`config.mk`:
```
export PLATFORM = sky130hd
export DESIGN_NAME = writeback_arbiter_flat
export DESIGN_NICKNAME = d
export VERILOG_FILES = /design/src/rtl/writeback_arbiter_if.sv /design/src/rtl/writeback_arbiter.sv /design/src/flat_wrapper.sv
export SDC_FILE = /design/constraint.sdc
export NUM_CORES = 1
export LEC_CHECK = 0
export CAP_MARGIN = 15
export CORE_MARGIN = 3
export CORE_UTILIZATION = 35
export DETAILED_ROUTE_END_ITERATION = 8
export DONT_BUFFER_PORTS = 1
export PLACE_DENSITY_LB_ADDON = 0.08
export SYNTH_ARGS = -nofsm -noshare
export SYNTH_HDL_FRONTEND = slang
export SYNTH_SLANG_ARGS = --single-unit
```
`constraint.sdc`:
```
create_clock -name clk -period 2.6 [get_ports clk]
set_input_delay 0.52 -clock clk [delete_from_list [all_inputs] [get_ports clk]]
set_output_delay 0.52 -clock clk [all_outputs]
set_load 0.01 [all_outputs]
```
`src/rtl/writeback_arbiter_if.sv`:
```
// Bundle of the pipe / long-unit result buses, the RegisterFile write port and the
// decode query/forward signals seen by writeback_arbiter.
interface writeback_arbiter_if #(
    parameter int unsigned DATA_WIDTH = 32,
    parameter int unsigned ADDR_WIDTH = 5
);
    logic                  pipeValid;
    logic [ADDR_WIDTH-1:0] pipeReg;
    logic [DATA_WIDTH-1:0] pipeData;
    logic                  longValid;
    logic [ADDR_WIDTH-1:0] longReg;
    logic [DATA_WIDTH-1:0] longData;
    logic                  longReady;
    logic [ADDR_WIDTH-1:0] writeReg;
    logic [DATA_WIDTH-1:0] writeData;
    logic                  regWrite;
    logic [ADDR_WIDTH-1:0] queryReg;
    logic                  queryPending;
    logic                  fwdHit;
    logic [DATA_WIDTH-1:0] fwdData;

    modport slave (
        input  pipeValid, pipeReg, pipeData, longValid, longReg, longData, queryReg,
        output longReady, writeReg, writeData, regWrite, queryPending, fwdHit, fwdData
    );

    modport master (
        output pipeValid, pipeReg, pipeData, longValid, longReg, longData, queryReg,
        input  longReady, writeReg, writeData, regWrite, queryPending, fwdHit, fwdData
    );
endinterface

```
`src/rtl/writeback_arbiter.sv`:
```
// Owns the RegisterFile write port: pipe results win, long-latency results are queued
// in order, with a pending-register query and a forward of the write being committed.
module writeback_arbiter #(
    parameter int unsigned DATA_WIDTH  = 32,
    parameter int unsigned ADDR_WIDTH  = 5,
    parameter int unsigned QUEUE_DEPTH = 2
) (
    input logic                clk,
    input logic                rst_n,
    writeback_arbiter_if.slave bus
);
    localparam int unsigned PtrW = $clog2(QUEUE_DEPTH);
    localparam int unsigned CntW = $clog2(QUEUE_DEPTH + 1);
    localparam logic [CntW-1:0] Full = CntW'(QUEUE_DEPTH);

    logic [ADDR_WIDTH-1:0]  entryReg  [QUEUE_DEPTH];
    logic [DATA_WIDTH-1:0]  entryData [QUEUE_DEPTH];
    logic [QUEUE_DEPTH-1:0] entryValid;
    logic [PtrW-1:0]        rdPtr;
    logic [PtrW-1:0]        wrPtr;
    logic [CntW-1:0]        count;
    logic [CntW-1:0]        countD;

    logic [ADDR_WIDTH-1:0]  writeRegQ, writeRegD;
    logic [DATA_WIDTH-1:0]  writeDataQ, writeDataD;
    logic                   regWriteQ, regWriteD;

    logic pipeIssue, longAccept, longKeep, fifoEmpty, pop, bypass, push, pendHit;

    assign pipeIssue  = bus.pipeValid && (bus.pipeReg != '0);
    assign bus.longReady = rst_n && (count < Full);
    assign longAccept = bus.longValid && bus.longReady;
    // A same-cycle pipe write to the same register is younger, so the long result is dead.
    assign longKeep   = longAccept && (bus.longReg != '0)
                        && !(pipeIssue && (bus.longReg == bus.pipeReg));
    assign fifoEmpty  = (count == '0);
    assign pop        = !pipeIssue && !fifoEmpty;
    assign bypass     = !pipeIssue && fifoEmpty && longKeep;
    assign push       = longKeep && !bypass;

    always_comb begin
        writeRegD  = writeRegQ;
        writeDataD = writeDataQ;
        regWriteD  = 1'b0;
        if (pipeIssue) begin
            regWriteD  = 1'b1;
            writeRegD  = bus.pipeReg;
            writeDataD = bus.pipeData;
        end else if (pop) begin
            // A squashed head still drains its slot but produces no write.
            if (entryValid[rdPtr]) begin
                regWriteD  = 1'b1;
                writeRegD  = entryReg[rdPtr];
                writeDataD = entryData[rdPtr];
            end
        end else if (bypass) begin
            regWriteD  = 1'b1;
            writeRegD  = bus.longReg;
            writeDataD = bus.longData;
        end
    end

    always_comb begin
        countD = count;
        unique case ({push, pop})
            2'b10:   countD = count + CntW'(1);
            2'b01:   countD = count - CntW'(1);
            default: countD = count;
        endcase
    end

    always_ff @(posedge clk or negedge rst_n) begin
        if (!rst_n) begin
            writeRegQ  <= '0;
            writeDataQ <= '0;
            regWriteQ  <= 1'b0;
            entryValid <= '0;
            rdPtr      <= '0;
            wrPtr      <= '0;
            count      <= '0;
        end else begin
            writeRegQ  <= writeRegD;
            writeDataQ <= writeDataD;
            regWriteQ  <= regWriteD;
            count      <= countD;
            for (int i = 0; i < int'(QUEUE_DEPTH); i++) begin
                if (pipeIssue && (entryReg[i] == bus.pipeReg)) begin
                    entryValid[i] <= 1'b0;
                end
            end
            if (pop) begin
                entryValid[rdPtr] <= 1'b0;
                rdPtr             <= rdPtr + PtrW'(1);
            end
            if (push) begin
                entryValid[wrPtr] <= 1'b1;
                wrPtr             <= wrPtr + PtrW'(1);
            end
        end
    end

    always_ff @(posedge clk) begin
        if (push) begin
            entryReg[wrPtr]  <= bus.longReg;
            entryData[wrPtr] <= bus.longData;
        end
    end

    always_comb begin
        pendHit = 1'b0;
        for (int i = 0; i < int'(QUEUE_DEPTH); i++) begin
            if (entryValid[i] && (entryReg[i] == bus.queryReg)) begin
                pendHit = 1'b1;
            end
        end
    end

    assign bus.queryPending = pendHit && (bus.queryReg != '0);
    assign bus.writeReg     = writeRegQ;
    assign bus.writeData    = writeDataQ;
    assign bus.regWrite     = regWriteQ;
    assign bus.fwdHit       = regWriteQ && (writeRegQ == bus.queryReg) && (bus.queryReg != '0);
    assign bus.fwdData      = writeDataQ;
endmodule

```
`src/flat_wrapper.sv`:
```
// flat-port wrapper written by rule: the top's interface ports become plain ports
module writeback_arbiter_flat 
#(
    parameter int unsigned DATA_WIDTH  = 32,
    parameter int unsigned ADDR_WIDTH  = 5,
    parameter int unsigned QUEUE_DEPTH = 2
)
  (clk, rst_n, bus_pipeValid, bus_pipeReg, bus_pipeData, bus_longValid, bus_longReg, bus_longData, bus_queryReg, bus_longReady, bus_writeReg, bus_writeData, bus_regWrite, bus_queryPending, bus_fwdHit, bus_fwdData);
  writeback_arbiter_if #(.DATA_WIDTH(DATA_WIDTH), .ADDR_WIDTH(ADDR_WIDTH)) bus_i ();
  input logic clk;
  input logic rst_n;
  input wire logic [$bits(bus_i.pipeValid)-1:0] bus_pipeValid;
  input wire logic [$bits(bus_i.pipeReg)-1:0] bus_pipeReg;
  input wire logic [$bits(bus_i.pipeData)-1:0] bus_pipeData;
  input wire logic [$bits(bus_i.longValid)-1:0] bus_longValid;
  input wire logic [$bits(bus_i.longReg)-1:0] bus_longReg;
  input wire logic [$bits(bus_i.longData)-1:0] bus_longData;
  input wire logic [$bits(bus_i.queryReg)-1:0] bus_queryReg;
  output wire logic [$bits(bus_i.longReady)-1:0] bus_longReady;
  output wire logic [$bits(bus_i.writeReg)-1:0] bus_writeReg;
  output wire logic [$bits(bus_i.writeData)-1:0] bus_writeData;
  output wire logic [$bits(bus_i.regWrite)-1:0] bus_regWrite;
  output wire logic [$bits(bus_i.queryPending)-1:0] bus_queryPending;
  output wire logic [$bits(bus_i.fwdHit)-1:0] bus_fwdHit;
  output wire logic [$bits(bus_i.fwdData)-1:0] bus_fwdData;
  assign bus_i.pipeValid = bus_pipeValid;
  assign bus_i.pipeReg = bus_pipeReg;
  assign bus_i.pipeData = bus_pipeData;
  assign bus_i.longValid = bus_longValid;
  assign bus_i.longReg = bus_longReg;
  assign bus_i.longData = bus_longData;
  assign bus_i.queryReg = bus_queryReg;
  assign bus_longReady = bus_i.longReady;
  assign bus_writeReg = bus_i.writeReg;
  assign bus_writeData = bus_i.writeData;
  assign bus_regWrite = bus_i.regWrite;
  assign bus_queryPending = bus_i.queryPending;
  assign bus_fwdHit = bus_i.fwdHit;
  assign bus_fwdData = bus_i.fwdData;
  writeback_arbiter #(.DATA_WIDTH(DATA_WIDTH), .ADDR_WIDTH(ADDR_WIDTH), .QUEUE_DEPTH(QUEUE_DEPTH)) u_core (.clk(clk), .rst_n(rst_n), .bus(bus_i));
endmodule
```
* Word-level counts from Yosys, hierarchy flattened
Memory sizes are Yosys's and may differ from the RTL's. Index checks and enable logic that the tools add are counted.
Word-level totals: register bits after elaboration 44, latch bits 0, bits in writable memories 74, memory bits (read-only) 0, input port bits 83, output and inout port bits 73, word-level logic and storage cells 87, memories kept 2
Operators by class: add/subtract/negate cells 4, $mul 0, div/mod/pow operators 0, order comparisons 5, equality and inequality tests 9, shift-type cells 0, multiplexer cells 27, bitwise operators 3, reductions and logical operators 30
Memory list:
- u_core.entryData | words 2, bits a word 32, rd ports 1, clocked after memory_dff 0, write ports 1, line writeback_arbiter.sv:17 | logic [DATA_WIDTH-1:0] entryData [QUEUE_DEPTH];
- u_core.entryReg | words 2, bits a word 5, rd ports 3, clocked after memory_dff 0, write ports 1, line writeback_arbiter.sv:16 | logic [ADDR_WIDTH-1:0] entryReg [QUEUE_DEPTH];
Operators with widths (count):
- two-way mux 32 bit | 4
- equality test 5 bit | 6
- two-way mux 5 bit | 4
- logical AND 1 bit | 19
- nonzero test 5 bit | 3
- two-way mux 1 bit | 14
- zero test 1 bit | 4
- < comparator 1 x 2 -> 1 bit (second input constant) | 2
- two-way mux 2 bit | 2
- case mux 2 bit (2 select lines) | 1
- inequality test 3 x 2 -> 1 bit (second input constant) | 1
- nonzero test 3 bit | 1
- adder 1 bit (second input constant) | 2
- adder 2 x 1 -> 2 bit (second input constant) | 1
- AND 2 bit | 1
- demux 1 bit (select 1 bit) | 2
- equality test 2 x 1 -> 1 bit (second input constant) | 1
- equality test 2 bit (second input constant) | 1
- greater-or-equal comparator 1 bit (second input constant) | 2
- zero test 2 bit | 1
- < comparator 2 bit (second input constant) | 1
- inverter 2 bit | 1
- OR 2 bit | 1
- AND reduction 2 bit | 1
- other kinds (2) | 2

* Longest topological paths before layout
depth after elaboration 10, depth in mapped cells 10, gate-level depth less buffers 9

* Least setup slack after synthesis
No wires, ideal clock.
path kind input to register, start input bus_pipeReg[0], end memory u_core.entryData[0][0] (enable), setup time 398 ps, arrival time 2525 ps, required time 2202 ps, slack -323 ps, stages on the path 5, buffers on the path 1, path through or3_1 -> o31a_1 -> buf_2 -> a21oi_2 -> and2_1
On the way: cells in the longest elaborated chain, start to end 10, elaborated cells on any way between the ends 13
RTL lines:
- start: declaration | line flat_wrapper.sv:13 | input wire logic [$bits(bus_i.pipeReg)-1:0] bus_pipeReg;
- nonzero test 5 bit | line writeback_arbiter.sv:30 | assign pipeIssue = bus.pipeValid && (bus.pipeReg != '0);
- logical AND 1 bit | line writeback_arbiter.sv:30
- logical AND 1 bit | line writeback_arbiter.sv:35 | && !(pipeIssue && (bus.longReg == bus.pipeReg));
- zero test 1 bit | line writeback_arbiter.sv:35
- logical AND 1 bit | line writeback_arbiter.sv:35
- logical AND 1 bit | line writeback_arbiter.sv:38 | assign bypass = !pipeIssue && fifoEmpty && longKeep;
- zero test 1 bit | line writeback_arbiter.sv:39 | assign push = longKeep && !bypass;
- logical AND 1 bit (*) | line writeback_arbiter.sv:39
- two-way mux 1 bit (*) | line writeback_arbiter.sv:103 | if (push) begin
- two-way mux 1 bit (not written as such) (*) | line writeback_arbiter.sv:105 | entryData[wrPtr] <= bus.longData;
- end: declaration | line writeback_arbiter.sv:17
Mark *: on every way between the ends. The rest lies on a longest branch, timed or not.

==> impl_results.md <==
- Run status: finished clean
- Max Fclk: 421 MHz
- Top-Level Pins: 156
- Grt ovf: 0
- CP max FO: 3
- CP endpoint kind: output pin
- WS Path Type: reg2out
- First-pass GRT wire length: approximately 21,000 um
- Unrepaired setup endpoints after global routing: false
- Final Slew Violations: 0
- Vias in the first global route: 3,390
- Row count: 45
- Initial DRC count: 164
- Setup Slack @ Placement: 0.221 ns
- CTS clk-pin slew, worst paths: 0.06 ns
- Post-Layout Cell Count: ~680
- Final-report hold violation count: 0
- Clk sinks: 118
- # fillers: roughly 1,500
- H-tree levels: 4
- Slew @ Worst Pin: about 0.56 ns
- Drt first pass iters: 4
- Warnings, synthesis: 0
- Share of cells above drive strength 1: 0.0994
- Endpoints failing setup: 0
- Post-DP HPWL: 8500 um
- Layout Nets: 534
- WL/cell: 19.6 um
- Die width: 132 um
- Register area share after synthesis: 0.596
- Synth Instances: 482
- Die height: 132 um
- WP data required: approximately 2.1 ns
- Worst hold path stage count: 0
- Static Leak: 0.00229 uW
- Worst hold path type: in2reg
- Post-CTS sizing: 0
- Vias/cell: 4.99
- Clk_lat worst skew: about 0.41 ns
- Final worst slack: 0.222 ns
- Initial antenna violation count: 1
- CTS tree: done
- R2R cell count: 6
- Final GP Congestion: 0.785
- Gr usage total: 0.156
- Setup Skew: 0.00638 ns
- Max-slew headroom: 0.626
- Post-route ant nets: 0
- Clock Path Buffers: 2
- Startpoint type of the worst setup path: flop
- DRC: 0
- Drt total wl: 13,200 um
- Pwr Density: roughly 1200 nW/um2
- Seq cells post-synth: 118
- Starting density of the core: 0.363
- Total CTS buffers: 17
- Placed insts: 640
- PortBufs: 0
- Pin count of the biggest net entering global routing: 76
- Clock Root Buffer: clkbuf_16
- Crit path time final: 2.38 ns
- Max VDD drop: between 0.0005 and 0.0006 V
- Post-synth cell types: 33
- Max Cap Viol: 0
- Die ar.: around 17,000 um2
- Arrival time worst endpoint: 1.86 ns
- Placeable Area: 15,400 um2
- DR vias: ~3,400
- Syn Nets: 566
- Synthesized cell area: around 5600 um2
- Mean Syn Cell Area: about 12 um2
- P&R area growth vs syn: 12.5%
- Setup TNS: 0 ns
- Final worst path period share: 0.914
[per-layer routing]
| metal | GRT usage | part of all wire | up-vias | wire length [um] |
|---|---|---|---|---|
| li1 | - | - | 1648 | - |
| met1 | 0.213 | 0.47 | 1612 | 6180 |
| met2 | 0.221 | 0.44 | 96 | 5790 |
| met3 | 0.0634 | 0.079 | 17 | 1050 |
| met4 | 0.0606 | 0.015 | 0 | 197 |
| met5 | 0 | 0 | - | 0 |
[area by class of cell]
type,instances,area (um2),share of cell area
Timing Repair Buffer,13,195,0.0311
Clock buffer,20,447,0.0712
Inverter,3,11.3,0.00180
Multi-Input combinational cell,297,1870,0.298
Antenna cell,2,5.00,0.000798
Tap cell,211,264,0.0421
Clock inverter,12,158,0.0251
Sequential cell,118,3320,0.530
[registers in the layout, summed over array words and instances, names as in the netlist]
name,cells
u_core.bus.fwdData,32
u_core.bus.writeReg,5
u_core.bus.regWrite,1
u_core.entryValid,2
u_core.rdPtr,1
u_core.entryData,64
u_core.wrPtr,1
u_core.entryReg,10
u_core.count,2
[where the power goes]
part,switching [uW],total (uW),internal (uW)
logic,1020,1730,709
clock network,806,2420,1610
registers,630,3100,2470
[cell families (layout without fill, tap and decap cells)]
family | after synthesis | after routing | synth area share
flops | 118 | 118 | 0.596
buf+inv | 67 | 48 | 0.0709
compound gates | 121 | 121 | 0.130
fa+ha+maj | 1 | 1 | 0.00224
simple gates | 103 | 103 | 0.0788
xor+xnor | 34 | 34 | 0.0534
other cells | 0 | 2 | 0
mux | 38 | 38 | 0.0682
[timing repair]
action | in CTS | in global routing
endpoints found under the hold margin | 44 | 0
buffers inserted | 0 | 0
hold buffers | 2 | 0
[cell usage in the layout, fill, tap and decap left out, types with 2 or more instances in the layout]
master	instances
edfxtp_1	74
dfrtp_1	43
nor2_1	42
nand2_1	39
a21oi_1	38
mux2i_1	38
a211oi_1	37
o21ai_0	20
o21ai_1	20
xor2_1	18
clkbuf_16	17
xnor2_1	16
buf_12	6
buf_4	5
bufinv_16	4
clkinv_1	4
or3_1	3
nand3_1	3
nor3_1	3
inv_1	3
nand4_1	3
nor4_1	3
clkinv_2	3
diode_2	2
or2_2	2
and2_2	2
clkbuf_1	2
[critical path, cell delays in order, from the launching register on]
cell and delay [ns]:
edfxtp_1 0.47, xor2_1 0.20, nor4_1 0.34, nand3_1 0.13
a21oi_1 0.32
[worst paths after layout]
kind / start / end / slack (ns)
worst max-delay path: u_core.entryReg[1][1] / bus_queryPending / 0.22
worst min-delay path: bus_longData[17] / u_core.entryData[1][17] / 0.20
worst max register to register: u_core.count[1] / u_core.entryData[1][9] / 0.65
worst min register to register: u_core.wrPtr / u_core.entryValid[1] / 0.52
max in group asynchronous: rst_n / u_core.rdPtr / 1.70
min in group asynchronous: rst_n / u_core.bus.fwdData[2] / 0.62
[Yosys cell counts]
| master | count | area share |
|---|---|---|
| o2bb2ai_1 | 1 | 0.0016 |
| o2111a_1 | 1 | 0.0020 |
| or2_2 | 2 | 0.0022 |
| ha_1 | 1 | 0.0022 |
| o21ai_1 | 20 | 0.018 |
| or3_1 | 3 | 0.0034 |
| and2_1 | 2 | 0.0022 |
| buf_4 | 37 | 0.050 |
| a21oi_2 | 1 | 0.0016 |
| nor3_1 | 3 | 0.0027 |
| o31a_1 | 1 | 0.0016 |
| nand3_1 | 3 | 0.0027 |
| mux2i_1 | 38 | 0.068 |
| xor2_1 | 18 | 0.028 |
| buf_2 | 4 | 0.0036 |
| inv_1 | 3 | 0.0020 |
| a32o_1 | 1 | 0.0018 |
| nor2_1 | 42 | 0.028 |
| clkbuf_1 | 22 | 0.015 |
| nand4_1 | 3 | 0.0034 |
| dfrtp_1 | 44 | 0.20 |
| or4_1 | 1 | 0.0013 |
| nand2_1 | 39 | 0.026 |
| a211oi_1 | 37 | 0.050 |
| edfxtp_1 | 74 | 0.40 |
| nor4_1 | 3 | 0.0034 |
| a21oi_1 | 38 | 0.034 |
| o21ai_0 | 20 | 0.018 |
| buf_1 | 1 | 0.00067 |
| nor2b_1 | 1 | 0.0011 |
| xnor2_1 | 16 | 0.025 |
| o211a_1 | 1 | 0.0018 |
| nor3_2 | 1 | 0.0018 |
[stage by stage]
step	hold WS [ns]	instance area (um2)	util	total power (uW)
after floorplan	0.224	5580	-	4730
after global placement	0.226	5620	0.366	4860
after detailed placement	0.226	5620	0.366	4890
after CTS	0.176	6260	0.408	7370
after global routing	0.175	6260	0.408	7690
final	0.205	6270	0.408	7240
Note: power is estimated with default switching activity, not from simulation.
